**config.mk**
```make
export PLATFORM = sky130hd
export DESIGN_NAME = sme_rng_flat
export DESIGN_NICKNAME = d
export VERILOG_FILES = /design/src/rtl/sme_rng_if.sv /design/src/rtl/sme_rng.sv /design/src/flat_wrapper.sv
export SDC_FILE = /design/constraint.sdc
export NUM_CORES = 1
export LEC_CHECK = 0
export CAP_MARGIN = 10
export CORE_ASPECT_RATIO = 2
export CORE_MARGIN = 2
export CORE_UTILIZATION = 50
export DETAILED_ROUTE_END_ITERATION = 8
export PLACE_DENSITY_LB_ADDON = 0.25
export SETUP_SLACK_MARGIN = 0.2
export SLEW_MARGIN = 20
export SYNTH_ARGS = -nofsm -noshare
export SYNTH_HDL_FRONTEND = slang
export SYNTH_SLANG_ARGS = --single-unit
```
**constraint.sdc**
```tcl
create_clock -name g_clk -period 3.2 [get_ports g_clk]
set_clock_uncertainty 0.1 [all_clocks]
set_input_delay 0.48 -clock g_clk [delete_from_list [all_inputs] [get_ports g_clk]]
set_output_delay 0.48 -clock g_clk [all_outputs]
set_load 0.01 [all_outputs]
```
**src/rtl/sme_rng_if.sv**
```systemverilog
// Seed/step handshake and lane outputs between the SME masking-randomness
// source and its controller/consumer.
interface sme_rng_if #(
    parameter int XLEN = 32,
    parameter int SMAX = 3
);
    localparam int RMAX = SMAX + SMAX * (SMAX - 1) / 2;

    logic                       seed_valid;
    logic                       seed_ready;
    logic [XLEN-1:0]            seed_data;
    logic                       reseed;
    logic                       step;
    logic [RMAX-1:0][XLEN-1:0]  rng;
    logic                       rng_valid;
    logic                       reseed_req;

    modport master (
        output seed_valid, seed_data, reseed, step,
        input  seed_ready, rng, rng_valid, reseed_req
    );

    modport slave (
        input  seed_valid, seed_data, reseed, step,
        output seed_ready, rng, rng_valid, reseed_req
    );
endinterface

```
**src/rtl/sme_rng.sv**
```systemverilog
// RMAX independent 32-bit Galois LFSR lanes feeding SME masking randomness;
// seeded word-by-word, stepped on demand, with a reseed budget.
module sme_rng #(
    parameter int XLEN       = 32,
    parameter int SMAX       = 3,
    parameter int RESEED_LOG = 16
) (
    input  logic     g_clk,
    input  logic     g_resetn,
    sme_rng_if.slave bus
);
    localparam int RMAX = SMAX + SMAX * (SMAX - 1) / 2;
    localparam int IDXW = (RMAX > 1) ? $clog2(RMAX) : 1;
    localparam int CNTW = RESEED_LOG + 1;
    localparam logic [CNTW-1:0] BUDGET   = {1'b1, {RESEED_LOG{1'b0}}};
    localparam logic [IDXW-1:0] LAST_IDX = IDXW'(RMAX - 1);

    typedef enum logic [0:0] {
        ST_SEEDING = 1'b0,
        ST_RUN     = 1'b1
    } state_t;

    state_t                    state_r;
    logic [IDXW-1:0]           idx_r;
    logic [CNTW-1:0]           cnt_r;
    logic [CNTW-1:0]           cnt_next_s;
    logic                      seed_ready_r;
    logic                      rng_valid_r;
    logic                      reseed_req_r;
    logic [RMAX-1:0][XLEN-1:0] lane_r;
    logic                      seed_fire_s;
    logic                      step_fire_s;

    // x^32 + x^22 + x^2 + x + 1, right-shifting Galois form
    function automatic logic [XLEN-1:0] lfsr_next(input logic [XLEN-1:0] cur);
        lfsr_next = (cur >> 1) ^ (cur[0] ? 32'h80200003 : 32'h00000000);
    endfunction

    // An all-zero lane would lock up, so zero seeds are replaced per lane
    function automatic logic [XLEN-1:0] seed_fix(input logic [XLEN-1:0] word,
                                                 input logic [IDXW-1:0] idx);
        seed_fix = (word == 32'h00000000) ? (32'h6A09E667 ^ 32'(idx)) : word;
    endfunction

    // Qualify handshakes; reseed overrides both seed beats and steps
    always_comb begin
        seed_fire_s = 1'b0;
        step_fire_s = 1'b0;
        if (bus.reseed) begin
            seed_fire_s = 1'b0;
            step_fire_s = 1'b0;
        end else if (state_r == ST_SEEDING) begin
            seed_fire_s = bus.seed_valid && seed_ready_r;
        end else begin
            step_fire_s = bus.step;
        end
    end

    // Saturating step budget counter, never wraps
    always_comb begin
        cnt_next_s = cnt_r;
        if (step_fire_s && (cnt_r != BUDGET)) begin
            cnt_next_s = cnt_r + {{(CNTW-1){1'b0}}, 1'b1};
        end else begin
            cnt_next_s = cnt_r;
        end
    end

    // Control FSM with registered handshake and status outputs
    always_ff @(posedge g_clk or negedge g_resetn) begin
        if (!g_resetn) begin
            state_r      <= ST_SEEDING;
            idx_r        <= {IDXW{1'b0}};
            cnt_r        <= {CNTW{1'b0}};
            seed_ready_r <= 1'b0;
            rng_valid_r  <= 1'b0;
            reseed_req_r <= 1'b0;
        end else if (bus.reseed) begin
            state_r      <= ST_SEEDING;
            idx_r        <= {IDXW{1'b0}};
            cnt_r        <= {CNTW{1'b0}};
            seed_ready_r <= 1'b1;
            rng_valid_r  <= 1'b0;
            reseed_req_r <= 1'b0;
        end else begin
            case (state_r)
                ST_SEEDING: begin
                    reseed_req_r <= 1'b0;
                    if (seed_fire_s && (idx_r == LAST_IDX)) begin
                        state_r      <= ST_RUN;
                        idx_r        <= {IDXW{1'b0}};
                        cnt_r        <= {CNTW{1'b0}};
                        seed_ready_r <= 1'b0;
                        rng_valid_r  <= 1'b1;
                    end else if (seed_fire_s) begin
                        idx_r        <= idx_r + {{(IDXW-1){1'b0}}, 1'b1};
                        seed_ready_r <= 1'b1;
                        rng_valid_r  <= 1'b0;
                    end else begin
                        seed_ready_r <= 1'b1;
                        rng_valid_r  <= 1'b0;
                    end
                end
                ST_RUN: begin
                    seed_ready_r <= 1'b0;
                    rng_valid_r  <= 1'b1;
                    cnt_r        <= cnt_next_s;
                    reseed_req_r <= (cnt_next_s == BUDGET);
                end
                default: begin
                    state_r      <= ST_SEEDING;
                    idx_r        <= {IDXW{1'b0}};
                    cnt_r        <= {CNTW{1'b0}};
                    seed_ready_r <= 1'b0;
                    rng_valid_r  <= 1'b0;
                    reseed_req_r <= 1'b0;
                end
            endcase
        end
    end

    // Lane state: loaded by seed beats, advanced together on step
    always_ff @(posedge g_clk or negedge g_resetn) begin
        if (!g_resetn) begin
            lane_r <= '0;
        end else if (seed_fire_s) begin
            lane_r[idx_r] <= seed_fix(bus.seed_data, idx_r);
        end else if (step_fire_s) begin
            for (int i = 0; i < RMAX; i++) begin
                lane_r[i] <= lfsr_next(lane_r[i]);
            end
        end else begin
            lane_r <= lane_r;
        end
    end

    assign bus.seed_ready = seed_ready_r;
    assign bus.rng        = lane_r;
    assign bus.rng_valid  = rng_valid_r;
    assign bus.reseed_req = reseed_req_r;
endmodule
```
**src/flat_wrapper.sv**
```systemverilog
// flat-port wrapper written by rule: the top's interface ports become plain ports
module sme_rng_flat 
#(
    parameter int XLEN       = 32,
    parameter int SMAX       = 3,
    parameter int RESEED_LOG = 16
)
  (g_clk, g_resetn, bus_seed_valid, bus_seed_data, bus_reseed, bus_step, bus_seed_ready, bus_rng, bus_rng_valid, bus_reseed_req);
  sme_rng_if #(.XLEN(XLEN), .SMAX(SMAX)) bus_i ();
  input  logic g_clk;
  input  logic g_resetn;
  input wire logic [$bits(bus_i.seed_valid)-1:0] bus_seed_valid;
  input wire logic [$bits(bus_i.seed_data)-1:0] bus_seed_data;
  input wire logic [$bits(bus_i.reseed)-1:0] bus_reseed;
  input wire logic [$bits(bus_i.step)-1:0] bus_step;
  output wire logic [$bits(bus_i.seed_ready)-1:0] bus_seed_ready;
  output wire logic [$bits(bus_i.rng)-1:0] bus_rng;
  output wire logic [$bits(bus_i.rng_valid)-1:0] bus_rng_valid;
  output wire logic [$bits(bus_i.reseed_req)-1:0] bus_reseed_req;
  assign bus_i.seed_valid = bus_seed_valid;
  assign bus_i.seed_data = bus_seed_data;
  assign bus_i.reseed = bus_reseed;
  assign bus_i.step = bus_step;
  assign bus_seed_ready = bus_i.seed_ready;
  assign bus_rng = bus_i.rng;
  assign bus_rng_valid = bus_i.rng_valid;
  assign bus_reseed_req = bus_i.reseed_req;
  sme_rng #(.XLEN(XLEN), .SMAX(SMAX), .RESEED_LOG(RESEED_LOG)) u_core (.g_clk(g_clk), .g_resetn(g_resetn), .bus(bus_i));
endmodule
```
==> run summary <==
Reg2reg end: u_core.bus.reseed_req
Worst R2R Start: u_core.cnt_r[0]
Starting Density: 50.4%
Setup TNS: 0 ns
CP arrival: 3.02 ns
Max Slew Vio Count: 0
Vias per cell: 6.08
Worst slew pin tran: 0.840 ns
Ys Warns: 0
Top cell type's share of synthesized area: 51.2%
Core area: 20,800 um^2
DRT Pass-1 Iters: 7
Dpl cell area: 13,400 um^2
TritonCTS clock tree: built
Syn Nets: 1,293
Setup repair bufs after CTS: 0
Fillcell total: 1,759
Failing checks: negative hold slack
Top-count cell post-synth: nand2_1
Fin crit share: 83.6%
CTS Hold Bufs: 0
Max_slew headroom: 44.0%
Synth Flop Type: dfrtp_1
DRC Markers: 0
Share of layout cells above drive strength 1: 7.96%
Layout Cells excl Fill: 1,766
Sequential area share after synthesis: 51.2%
Post_cts resized: 0
Post-synthesis mux area share: 0.869%
Hold Slack: -0.0184 ns
Asr flop ratio synth: 100%
Initial antenna violation count: 0
Synth Area in Adders: 0.476%
Clock Root Buffer: clkbuf_16
Vias in the first global route: 10,387
Clock Latency Late Sink: 0.50 ns
Worst hold-check path type: input pin to async pin
Inst Count DP: 1,729
Clock sinks: 215
GPL Wtd Cong: 0.995
Synth cell count leaders: nand2_1, dfrtp_1, a21oi_1, nor2_1, o21ai_0
Synth Instances: 1,252
Num ports: 232
Max_cap viols: 0
Post-detail-place hpwl: 26.3 mm
Total power: 10.1 mW
H-tree depth: 1
First-pass GRT wire length: 59.0 mm
Minimum clock period: 2.67 ns
Critical path class: flip-flop to flip-flop
Area growth syn-to-layout: 33.4%
Reg2reg setup slack: 0.53 ns
DR WL/cell: 21.9 um
Netlist cell types: 51
CTS Buf Count: 20
Initial DRC Count: 1,014
Fmax: 374 MHz
IO buf count: 231
CP Max Fanout: 8
Unrepaired setup endpoints after global routing: no
Routed Antenna Nets: 0
Final Hold Vio Count: 13
Largest net degree at the start of global routing: 185
Simple-Gate Fraction of Synth Area: 19.5%
Routed Wire Length: 38.6 mm
Design area: 14,000 um^2
Clk slew on worst S/H paths: 0.07 ns
Status: finished, violations left
Std cell rows: 75
PD cells: 720 nW/um^2
Fin nets: 1,523
Register bit count reported by yosys: 215
GRT Total Usage: 34.4%
Die H: 209 um
Post-synthesis average cell area: 8.39 um^2
Die area: 22,300 um^2
Setup crit end kind: flip-flop
Setup violators final: 0
Pleak: 6.19 nW
Vias: 10,729
Max VDD drop: 0.578 mV
Largest family of logic cells by synthesized area: compound AO/OA/AOI/OAI gates
Largest cells by area after synthesis: dfrtp_1, a21oi_1, nand2_1
Compound-Gate Fraction of Synth Area: 21.8%
Max clock buf depth: 3
Final Util: 67.3%
GR Overflow Total: 0
R2R cell count: 9
Synthesized cell area: 10,500 um^2
Critical Path RT: 3.55 ns
Area leader, netlist: dfrtp_1
Die width: 106 um
XOR/XNOR Fraction of Synth Area: 2.00%
CP Launch Type: flip-flop
Number of synthesized flops with an enable pin: 0
## state kept, by name, indices dropped and copies added, names as in the netlist
| signal | count |
|---|---|
| u_core.bus.rng | 192 |
| u_core.cnt_r | 17 |
| u_core.idx_r | 3 |
| u_core.bus.reseed_req | 1 |
| u_core.bus.rng_valid | 1 |
| u_core.bus.seed_ready | 1 |
## area by class of cell
| type | count | area [um^2] | area share [%] |
|---|---|---|---|
| multi-input cells | 932 | 4710 | 33.6 |
| well taps | 269 | 337 | 2.40 |
| clock inverters | 5 | 31.3 | 0.223 |
| inverters | 8 | 30.0 | 0.214 |
| repair buffers | 305 | 2930 | 20.9 |
| flip-flops and latches | 215 | 5380 | 38.4 |
| clock buffers | 30 | 579 | 4.13 |
| diodes | 2 | 5.00 | 0.0357 |
## worst max-delay path, stage by stage (launching register included)
cell and delay, ns:
dfrtp_1 0.43, inv_1 0.12, ha_1 0.18, nor4b_1 0.22, and3_1 0.19, a31oi_1 0.22, or4_1 0.46, a211o_1 0.34
a2111oi_2 0.22, buf_4 0.16
## layer usage
layer | global-route usage (%) | up-vias | wire length (um)
met5 | 0 | - | 0
met4 | 24.8 | 0 | 3380
met3 | 5.49 | 152 | 3480
met2 | 54.6 | 620 | 18500
met1 | 42.4 | 5174 | 13300
li1 | - | 4783 | -
## cells by family (layout without fill, tap and decap cells)
group,Yosys count,in the layout
compound gates,410,410
xor+xnor,24,24
fa+ha+maj,4,4
buf+inv,105,348
flops,215,215
mux,9,9
other cells,0,2
simple gates,485,485
## worst max path at each step
stage	from	end	slack, ns	cells after the start
CTS	u_core.cnt_r[0]	u_core.bus.reseed_req	0.55	9
global placement	bus_reseed	u_core.bus.reseed_req	0.29	9
global route	u_core.cnt_r[0]	u_core.bus.reseed_req	0.41	9
detailed placement	bus_reseed	u_core.bus.rng[135]	0.28	7
floorplan	bus_reseed	u_core.bus.reseed_req	0.88	6
finish	u_core.cnt_r[0]	u_core.bus.reseed_req	0.53	9
## power by group
part / switching, mW / internal, mW / total (mW)
registers: 0.848 / 3.49 / 4.34
clock network: 1.06 / 1.26 / 2.32
logic: 1.54 / 1.89 / 3.43
total: 3.45 / 6.64 / 10.1
## stage by stage
step	hold slack, ns	setup WS [ns]
after floorplan	0.0844	0.880
after global routing	0.0444	0.409
after global placement	0.404	0.294
after CTS	0.00951	0.551
final	-0.0184	0.526
after detailed placement	0.406	0.280
## cells in the final DEF, fill, tap and decap left out, drive strengths merged, types with 5 or more instances in the layout
| cell | netlist | layout |
|---|---|---|
| a211oi | 6 | 6 |
| a21oi | 187 | 187 |
| a31oi | 9 | 9 |
| and3 | 5 | 5 |
| buf | 7 | 74 |
| clkbuf | 90 | 31 |
| clkdlybuf4s50 | 0 | 230 |
| clkinv | 1 | 5 |
| dfrtp | 215 | 215 |
| inv | 7 | 8 |
| mux2i | 8 | 8 |
| nand2 | 221 | 221 |
| nand3 | 19 | 19 |
| nand4 | 11 | 11 |
| nor2 | 183 | 183 |
| nor3 | 18 | 18 |
| nor4 | 15 | 15 |
| o21ai | 130 | 130 |
| o31ai | 65 | 65 |
| xnor2 | 16 | 16 |
| xor2 | 8 | 8 |
No activity file was read; power rests on OpenSTA's default activity.
